===== src/rtl/uf_alu_if.sv =====
// Request/response and table-programming bundle for uf_alu_pipe.
// The master drives requests and table writes; the slave is the ALU.
interface uf_alu_if #(
    parameter int unsigned WIDTH    = 32,
    parameter int unsigned IDX_BITS = 1,
    parameter int unsigned CNT_W    = 16
);
    logic                  in_valid;
    logic                  in_ready;
    logic [2:0]            in_op;
    logic [WIDTH-1:0]      in_a;
    logic [WIDTH-1:0]      in_b;
    logic                  uf_en;
    logic                  tbl_we;
    logic [2*IDX_BITS:0]   tbl_addr;
    logic [WIDTH-1:0]      tbl_wdata;
    logic                  out_valid;
    logic                  out_ready;
    logic [WIDTH-1:0]      out_res;
    logic [1:0]            out_src;
    logic [CNT_W-1:0]      uf_hits;

    modport master (
        output in_valid, in_op, in_a, in_b, uf_en, tbl_we, tbl_addr, tbl_wdata, out_ready,
        input  in_ready, out_valid, out_res, out_src, uf_hits
    );

    modport slave (
        input  in_valid, in_op, in_a, in_b, uf_en, tbl_we, tbl_addr, tbl_wdata, out_ready,
        output in_ready, out_valid, out_res, out_src, uf_hits
    );
endinterface


===== src/rtl/uf_alu_pipe.sv =====
// Two-stage pipelined ALU with an optional uninterpreted-function table for ADD/SUB.
// Stage 1 holds the request; stage 2 computes the result into the output registers.
module uf_alu_pipe #(
    parameter int unsigned WIDTH    = 32,
    parameter int unsigned IDX_BITS = 1,
    parameter int unsigned CNT_W    = 16
) (
    input logic     clk,
    input logic     rstn,
    uf_alu_if.slave bus
);
    localparam int unsigned AddrW = 2 * IDX_BITS + 1;
    localparam int unsigned Depth = 1 << AddrW;

    localparam logic [2:0] OpAdd  = 3'd0;
    localparam logic [2:0] OpSub  = 3'd1;
    localparam logic [2:0] OpAnd  = 3'd2;
    localparam logic [2:0] OpOr   = 3'd3;
    localparam logic [2:0] OpXor  = 3'd4;
    localparam logic [2:0] OpSlt  = 3'd5;
    localparam logic [2:0] OpSltu = 3'd6;

    localparam logic [1:0] SrcConc  = 2'd0;
    localparam logic [1:0] SrcIdent = 2'd1;
    localparam logic [1:0] SrcTable = 2'd2;

    logic [WIDTH-1:0] tbl_q [Depth];

    logic             s1_valid_q;
    logic [2:0]       s1_op_q;
    logic [WIDTH-1:0] s1_a_q;
    logic [WIDTH-1:0] s1_b_q;
    logic             s1_uf_q;

    logic             out_valid_q;
    logic [WIDTH-1:0] out_res_q;
    logic [1:0]       out_src_q;
    logic [CNT_W-1:0] hits_q;

    logic             adv;
    logic             accept;
    logic             is_add;
    logic             is_sub;
    logic [AddrW-1:0] rd_addr;
    logic [WIDTH-1:0] res_d;
    logic [1:0]       src_d;

    assign adv          = !out_valid_q || bus.out_ready;
    assign bus.in_ready = adv || !s1_valid_q;
    assign accept       = bus.in_valid && bus.in_ready;

    assign bus.out_valid = out_valid_q;
    assign bus.out_res   = out_res_q;
    assign bus.out_src   = out_src_q;
    assign bus.uf_hits   = hits_q;

    always_comb begin
        is_add  = (s1_op_q == OpAdd);
        is_sub  = (s1_op_q == OpSub);
        rd_addr = {is_sub, s1_a_q[IDX_BITS-1:0], s1_b_q[IDX_BITS-1:0]};
        src_d   = SrcConc;
        case (s1_op_q)
            OpAdd:   res_d = s1_a_q + s1_b_q;
            OpSub:   res_d = s1_a_q - s1_b_q;
            OpAnd:   res_d = s1_a_q & s1_b_q;
            OpOr:    res_d = s1_a_q | s1_b_q;
            OpXor:   res_d = s1_a_q ^ s1_b_q;
            OpSlt:   res_d = {{(WIDTH-1){1'b0}}, $signed(s1_a_q) < $signed(s1_b_q)};
            OpSltu:  res_d = {{(WIDTH-1){1'b0}}, s1_a_q < s1_b_q};
            default: res_d = s1_b_q;
        endcase
        // Zero-identity rules stay interpreted and take priority over the table.
        if (is_add && s1_a_q == '0) begin
            res_d = s1_b_q;
            src_d = SrcIdent;
        end else if (is_add && s1_b_q == '0) begin
            res_d = s1_a_q;
            src_d = SrcIdent;
        end else if (is_sub && s1_b_q == '0) begin
            res_d = s1_a_q;
            src_d = SrcIdent;
        end else if (is_sub && s1_a_q == s1_b_q) begin
            res_d = '0;
            src_d = SrcIdent;
        end else if (s1_uf_q && (is_add || is_sub)) begin
            res_d = tbl_q[rd_addr];
            src_d = SrcTable;
        end
    end

    always_ff @(posedge clk) begin
        if (!rstn) begin
            s1_valid_q  <= 1'b0;
            out_valid_q <= 1'b0;
            out_res_q   <= '0;
            out_src_q   <= SrcConc;
            hits_q      <= '0;
            for (int unsigned i = 0; i < Depth; i++) begin
                tbl_q[i] <= '0;
            end
        end else begin
            if (bus.in_ready) begin
                s1_valid_q <= bus.in_valid;
            end
            if (accept) begin
                s1_op_q <= bus.in_op;
                s1_a_q  <= bus.in_a;
                s1_b_q  <= bus.in_b;
                s1_uf_q <= bus.uf_en;
            end
            if (adv) begin
                out_valid_q <= s1_valid_q;
                if (s1_valid_q) begin
                    out_res_q <= res_d;
                    out_src_q <= src_d;
                end
            end
            if (out_valid_q && bus.out_ready && out_src_q == SrcTable && hits_q != '1) begin
                hits_q <= hits_q + 1'b1;
            end
            // Write lands at the edge, so a same-cycle read above still sees the old entry.
            if (bus.tbl_we) begin
                tbl_q[bus.tbl_addr] <= bus.tbl_wdata;
            end
        end
    end
endmodule


===== src/flat_wrapper.sv =====
// flat-port wrapper written by rule: the top's interface ports become plain ports
module uf_alu_pipe_flat 
#(
    parameter int unsigned WIDTH    = 32,
    parameter int unsigned IDX_BITS = 1,
    parameter int unsigned CNT_W    = 16
)
  (clk, rstn, bus_in_valid, bus_in_op, bus_in_a, bus_in_b, bus_uf_en, bus_tbl_we, bus_tbl_addr, bus_tbl_wdata, bus_out_ready, bus_in_ready, bus_out_valid, bus_out_res, bus_out_src, bus_uf_hits);
  uf_alu_if #(.WIDTH(WIDTH), .IDX_BITS(IDX_BITS), .CNT_W(CNT_W)) bus_i ();
  input logic clk;
  input logic rstn;
  input wire logic [$bits(bus_i.in_valid)-1:0] bus_in_valid;
  input wire logic [$bits(bus_i.in_op)-1:0] bus_in_op;
  input wire logic [$bits(bus_i.in_a)-1:0] bus_in_a;
  input wire logic [$bits(bus_i.in_b)-1:0] bus_in_b;
  input wire logic [$bits(bus_i.uf_en)-1:0] bus_uf_en;
  input wire logic [$bits(bus_i.tbl_we)-1:0] bus_tbl_we;
  input wire logic [$bits(bus_i.tbl_addr)-1:0] bus_tbl_addr;
  input wire logic [$bits(bus_i.tbl_wdata)-1:0] bus_tbl_wdata;
  input wire logic [$bits(bus_i.out_ready)-1:0] bus_out_ready;
  output wire logic [$bits(bus_i.in_ready)-1:0] bus_in_ready;
  output wire logic [$bits(bus_i.out_valid)-1:0] bus_out_valid;
  output wire logic [$bits(bus_i.out_res)-1:0] bus_out_res;
  output wire logic [$bits(bus_i.out_src)-1:0] bus_out_src;
  output wire logic [$bits(bus_i.uf_hits)-1:0] bus_uf_hits;
  assign bus_i.in_valid = bus_in_valid;
  assign bus_i.in_op = bus_in_op;
  assign bus_i.in_a = bus_in_a;
  assign bus_i.in_b = bus_in_b;
  assign bus_i.uf_en = bus_uf_en;
  assign bus_i.tbl_we = bus_tbl_we;
  assign bus_i.tbl_addr = bus_tbl_addr;
  assign bus_i.tbl_wdata = bus_tbl_wdata;
  assign bus_i.out_ready = bus_out_ready;
  assign bus_in_ready = bus_i.in_ready;
  assign bus_out_valid = bus_i.out_valid;
  assign bus_out_res = bus_i.out_res;
  assign bus_out_src = bus_i.out_src;
  assign bus_uf_hits = bus_i.uf_hits;
  uf_alu_pipe #(.WIDTH(WIDTH), .IDX_BITS(IDX_BITS), .CNT_W(CNT_W)) u_core (.clk(clk), .rstn(rstn), .bus(bus_i));
endmodule

===== config.mk =====
export PLATFORM = sky130hd
export DESIGN_NAME = uf_alu_pipe_flat
export DESIGN_NICKNAME = d
export VERILOG_FILES = /design/src/rtl/uf_alu_if.sv /design/src/rtl/uf_alu_pipe.sv /design/src/flat_wrapper.sv
export SDC_FILE = /design/constraint.sdc
export NUM_CORES = 1
export LEC_CHECK = 0
export CAP_MARGIN = 20
export CORE_MARGIN = 2
export CORE_UTILIZATION = 50
export DETAILED_ROUTE_END_ITERATION = 6
export GPL_TIMING_DRIVEN = 0
export PLACE_DENSITY = 0.8
export RECOVER_POWER = 100
export SETUP_SLACK_MARGIN = 0.05
export SYNTH_ARGS = -nofsm -noshare
export SYNTH_HDL_FRONTEND = slang
export SYNTH_SLANG_ARGS = --single-unit

===== constraint.sdc =====
create_clock -name clk -period 6.6 [get_ports clk]
set_input_delay 1.65 -clock clk [delete_from_list [all_inputs] [get_ports clk]]
set_output_delay 1.65 -clock clk [all_outputs]
set_load 0.1 [all_outputs]

# Word level (Yosys, flattened, before mapping)
# Memories as Yosys holds them, arrays and structs flattened.
# Index checks and enable logic that the tools add are counted.
# totals
reg_bits,120
ram_bits,256
input_bits,108
out_inout_bits,52
elab_cells,65
memories,1
# op_classes
addsub,3
order_cmp,2
eq_ne,9
mux,18
bitwise,3
reduce_logical,20
# mem_list
memory,depth,width,read_ports,rd_ports_with_merged_regs,write_ports,line,rtl
u_core.tbl_q,8,32,1,0,8,uf_alu_pipe.sv:27,logic [WIDTH-1:0] tbl_q [Depth];
# op_table
operator,n
$pmux W32 S7,1
$mux W32,6
$logic_not A32 Y1,2
$lt A32 B32 Y1,2
$add A32 B32 Y32,1
$and A32 B32 Y32,1
$eq A32 B32 Y1,1
$or A32 B32 Y32,1
$reduce_or A32 Y1,1
$sub A32 B32 Y32,1
$xor A32 B32 Y32,1
$add A16 B1 Y16 const B,1
$ne A16 B16 Y1 const B,1
$mux W2,5
$eq A3 B3 Y1 const B,3
$logic_and A1 B1 Y1,9
$eq A3 B2 Y1 const B,2
$mux W1,5
$reduce_and A2 Y1,2
$eq A3 B1 Y1 const B,1
$logic_not A3 Y1,1
$logic_or A1 B1 Y1,3
$mux W3,1
$eq A2 B2 Y1 const B,1
$logic_not A1 Y1,2

# Longest topological paths before layout
# depth
depth_word,8
ltp_mapped,16
ltp_nobuf,12

# Worst setup path before layout
# No wires, ideal clock.
# synth_path
kind,input to register
start,in rstn
end,"mem u_core.tbl_q[6][0], enable pin"
setup_time_ps,466
arrival_time_ps,4390
required_time_ps,6134
path_slack_ps,1744
stages,3
path_buffers,1
cell_sequence,clkbuf_1 -> nand3_1 -> o21ai_0
# synth_lines
item,line,rtl
start: declaration,flat_wrapper.sv:11,input logic rstn;
end: declaration,uf_alu_pipe.sv:27,

# Worst setup path after layout
# layout_path
start,reg u_core.s1_a_q[0]
end,"reg u_core.out_res_q[20], in the netlist u_core.bus.out_res[20]"
# layout_via
elab_chain_len,7
elab_cells_between_ends,13
cone_classes,add/sub (2); eq/ne (1); mux (6); reduce/logical (3); memory (1)
# layout_lines
item,line,rtl
start: declaration,uf_alu_pipe.sv:31,logic [WIDTH-1:0] s1_a_q;
start signal: assignment,uf_alu_pipe.sv:107,s1_a_q <= bus.in_a;
$sub A32 B32 Y32 or $add A32 B32 Y32 (tied branches),"uf_alu_pipe.sv:64, uf_alu_pipe.sv:63",
$pmux W32 S7,uf_alu_pipe.sv:62,case (s1_op_q)
$mux W32,uf_alu_pipe.sv:85,end else if (s1_uf_q && (is_add || is_sub)) begin
$mux W32,uf_alu_pipe.sv:82,end else if (is_sub && s1_a_q == s1_b_q) begin
$mux W32,uf_alu_pipe.sv:79,end else if (is_sub && s1_b_q == '0) begin
$mux W32,uf_alu_pipe.sv:76,end else if (is_add && s1_b_q == '0) begin
$mux W32 *,uf_alu_pipe.sv:73,if (is_add && s1_a_q == '0) begin
end signal: assignment,uf_alu_pipe.sv:114,out_res_q <= res_d;
end: declaration,uf_alu_pipe.sv:36,logic [WIDTH-1:0] out_res_q;
# Every way passes the cells marked *; elsewhere a longest branch is shown, timed or not.
# A chain may end at the register's enable or synchronous reset.

==> results.toml <==
[die]
core_area_um2 = 44100
start_util_pct = 50.6
die_w_um = 215
die_area_um2 = 46300
die_h_um = 215
io_pins = 160
std_cell_rows = 77

[critical_path]
rr_worst_depth = 15
cp-start-kind = "flip-flop"
worstPathRequired_ps = 7050
crit_arrival_ps = 6560
rrSetupSlack_ps = 480
r2r_end = "u_core.bus.out_res[20]"
reg2reg_from = "u_core.s1_a_q[0]"
critPathKind = "reg2reg"
crit_path_end_kind = "flip-flop"
cp_max_fo = 10

[drt]
wire_per_inst_um = 29.4
ant_nets = 0
drt_iter0_markers = 2628
drc = 1
wirelength_um = 86000
dr_total_vias = 19200
viasPerCell = 6.58
dr.pass1.iters = 7

[placement]
dpl.cell_count = 2848
place_congestion = 1.06
dp_hpwl_um = 63300
post-place-ws_ps = 924
io_buffers = 158

[cts]
cts_resized = 0
cts_buffers = 42
htree_num_levels = 2
root_buffer = "clkbuf_16"
postCtsHoldBufs = 0
cts.sinks = 376
post_cts_buffers = 0
tritoncts = "built"
clockBufferDepth = 3
path_clk_slew_ps = 60
clk_latency_ps = 590

[global_routing]
grt_max_degree = 40
gr-usage-all-layers_pct = 36.6
grt_pass1_vias = 19000
grt_pass1_wl_um = 125000
antenna_found_initial = 6
grt.overflow.total = 0

[yosys]
synth_cells = 2087
synthesis.area_um2 = 22300
synthArstFlopShare_pct = 0
ys_types = 85
syn_area_per_cell_um2 = 10.7
synth_edf_count = 324
seq_area_frac_synth_pct = 48.3
synth.largest_area_cell = "edfxtp_1"
synth.ff_latch_count = 376
yosys_warnings = 0
synth.area.top_cells = "edfxtp_1, and2_1, mux4_2"
yosys_most_used_dff = "edfxtp_1"
yosys.area.top_type_share_pct = 43.6
syn_nets = 2312

[timing]
finClkSkew_ps = 27.1
slew_headroom_pct = -124
hold_viol_final = 0
setup_violations = 0
drv_slew = 220
tightest_slew_ps = 3330
rsz0062_at_grt = "no"
fin_crit_sh_pct = 92.7
period_minus_slack_ps = 6120
setup_slack_ps = 483
max_freq_ghz = 0.163

[power]
p_int_mw = 4.37
netSwitchingFraction_pct = 28.4
total_power_mw = 6.11
power_density_nw_per_um2 = 235
switchingPower_mw = 1.74
ir_drop_v = 0.000229
leakage_nw = 9.55
power_frac_comb_pct = 15.5
power_frac_seq_pct = 46.1
clkPwrFrac_pct = 38.4

[status]
violations = "DRC, capacitance limit, slew limit"
status = "complete, but fails checks"

[worst_hold_path]
hp-class = "reg2reg"
min_to = "u_core.bus.out_res[3]"
hold_depth = 1
worst_hold_startpoint = "u_core.bus.out_res[3]"

[cells_and_area]
nets = 2525
syn_to_final_growth_pct = 16.7
fin_util_pct = 59.0
finalNonFillerCells = 2924
layout_common_cells = "edfxtp_1, and2_0, nand2_1"
drive_above_1_share_pct = 7.34
layout_commonest_cell = "edfxtp_1"

[run]
drv_cap = 11
## stage by stage
stage	instance area (um^2)	TNS, ps	hold WS (ps)
floorplan	22300	0	499
global placement	24600	-119250	481
detailed placement	24900	0	487
CTS	26300	0	501
global route	26000	0	501
finish	26000	0	483
## logic make-up after synthesis
logic type / synth area share (%)
buf+inv: 4.32
simple gates: 17.2
mux: 7.00
flops: 48.3
compound gates: 15.6
fa+ha+maj: 6.63
xor+xnor: 0.903
## sequential cells by signal, indices dropped and copies added, names as in the netlist
| name | count |
|---|---|
| u_core.s1_valid_q | 1 |
| u_core.bus.out_src | 2 |
| u_core.tbl_q | 256 |
| u_core.s1_op_q | 3 |
| u_core.s1_a_q | 32 |
| u_core.bus.out_res | 32 |
| u_core.s1_uf_q | 1 |
| u_core.s1_b_q | 32 |
| u_core.bus.out_valid | 1 |
| u_core.bus.uf_hits | 16 |
## worst max-delay path: stages, from the launching register on
cell      delay [ps]
edfxtp_1         500
clkbuf_1         590
clkbuf_1         590
clkbuf_1         770
inv_1            170
ha_1             260
fa_1             470
nor3_1           370
o31ai_1          170
o211ai_2         180
a21oi_1          190
o21ai_0          620
a21oi_1          190
mux2i_1          160
nor4_1           540
o21ai_0          200
## synth_stat cells (all sizes together), types with 16 or more instances
library cell	count
edfxtp	324
and2	277
nand2	162
a21oi	150
o21ai	119
ha	115
inv	104
clkbuf	103
nor2	88
mux4	64
dfxtp	52
nand3	47
nor3	38
buf	34
a31oi	33
nor4	31
a211oi	30
o211ai	26
nor2b	20
xnor2	20
a21o	19
a221oi	17
a221o	16
## per-layer routing
layer | up-vias | GRT usage, % | part of all wire [%]
met5 | - | 0 | 0.056
met2 | 1375 | 58.8 | 46
met3 | 358 | 8.08 | 11
li1 | 8166 | - | -
met1 | 9326 | 46.5 | 37
met4 | 4 | 19.7 | 6.2
## power by group through the flow
stage | Sequential (mW) | Clock [mW] | Combinational (mW)
2_1_floorplan | 2.93 | 0 | 0.476
3_3_place_gp | 2.86 | 0 | 0.911
3_5_place_dp | 2.86 | 0 | 0.946
4_1_cts | 2.81 | 2.35 | 0.951
5_1_grt | 2.82 | 2.44 | 0.988
6_report | 2.82 | 2.35 | 0.944
## layout make-up
type / count / area [um^2]
plain buffers: 137 / 562
diodes: 3 / 7.51
multi-input cells: 1469 / 10600
clock buffers: 56 / 1130
clock inverters: 17 / 213
repair buffers: 169 / 1630
fillers: 3703 / 18100
flip-flops and latches: 376 / 10800
well taps: 592 / 741
inverters: 105 / 394
## how the worst max path moves through the flow
| stage | end | start | slack, ps | cells past startpoint |
|---|---|---|---|---|
| 2_1_floorplan | u_core.tbl_q[6][0] | rstn | 1740 | 3 |
| 3_3_place_gp | u_core.tbl_q[3][12] | rstn | -770 | 3 |
| 3_5_place_dp | u_core.bus.out_res[20] | u_core.s1_a_q[0] | 920 | 15 |
| 4_1_cts | u_core.bus.out_res[20] | u_core.s1_a_q[0] | 960 | 15 |
| 5_1_grt | u_core.bus.out_res[31] | u_core.s1_b_q[0] | 330 | 16 |
| 6_report | u_core.bus.out_res[20] | u_core.s1_a_q[0] | 480 | 15 |
(Power assumes the default switching activity.)
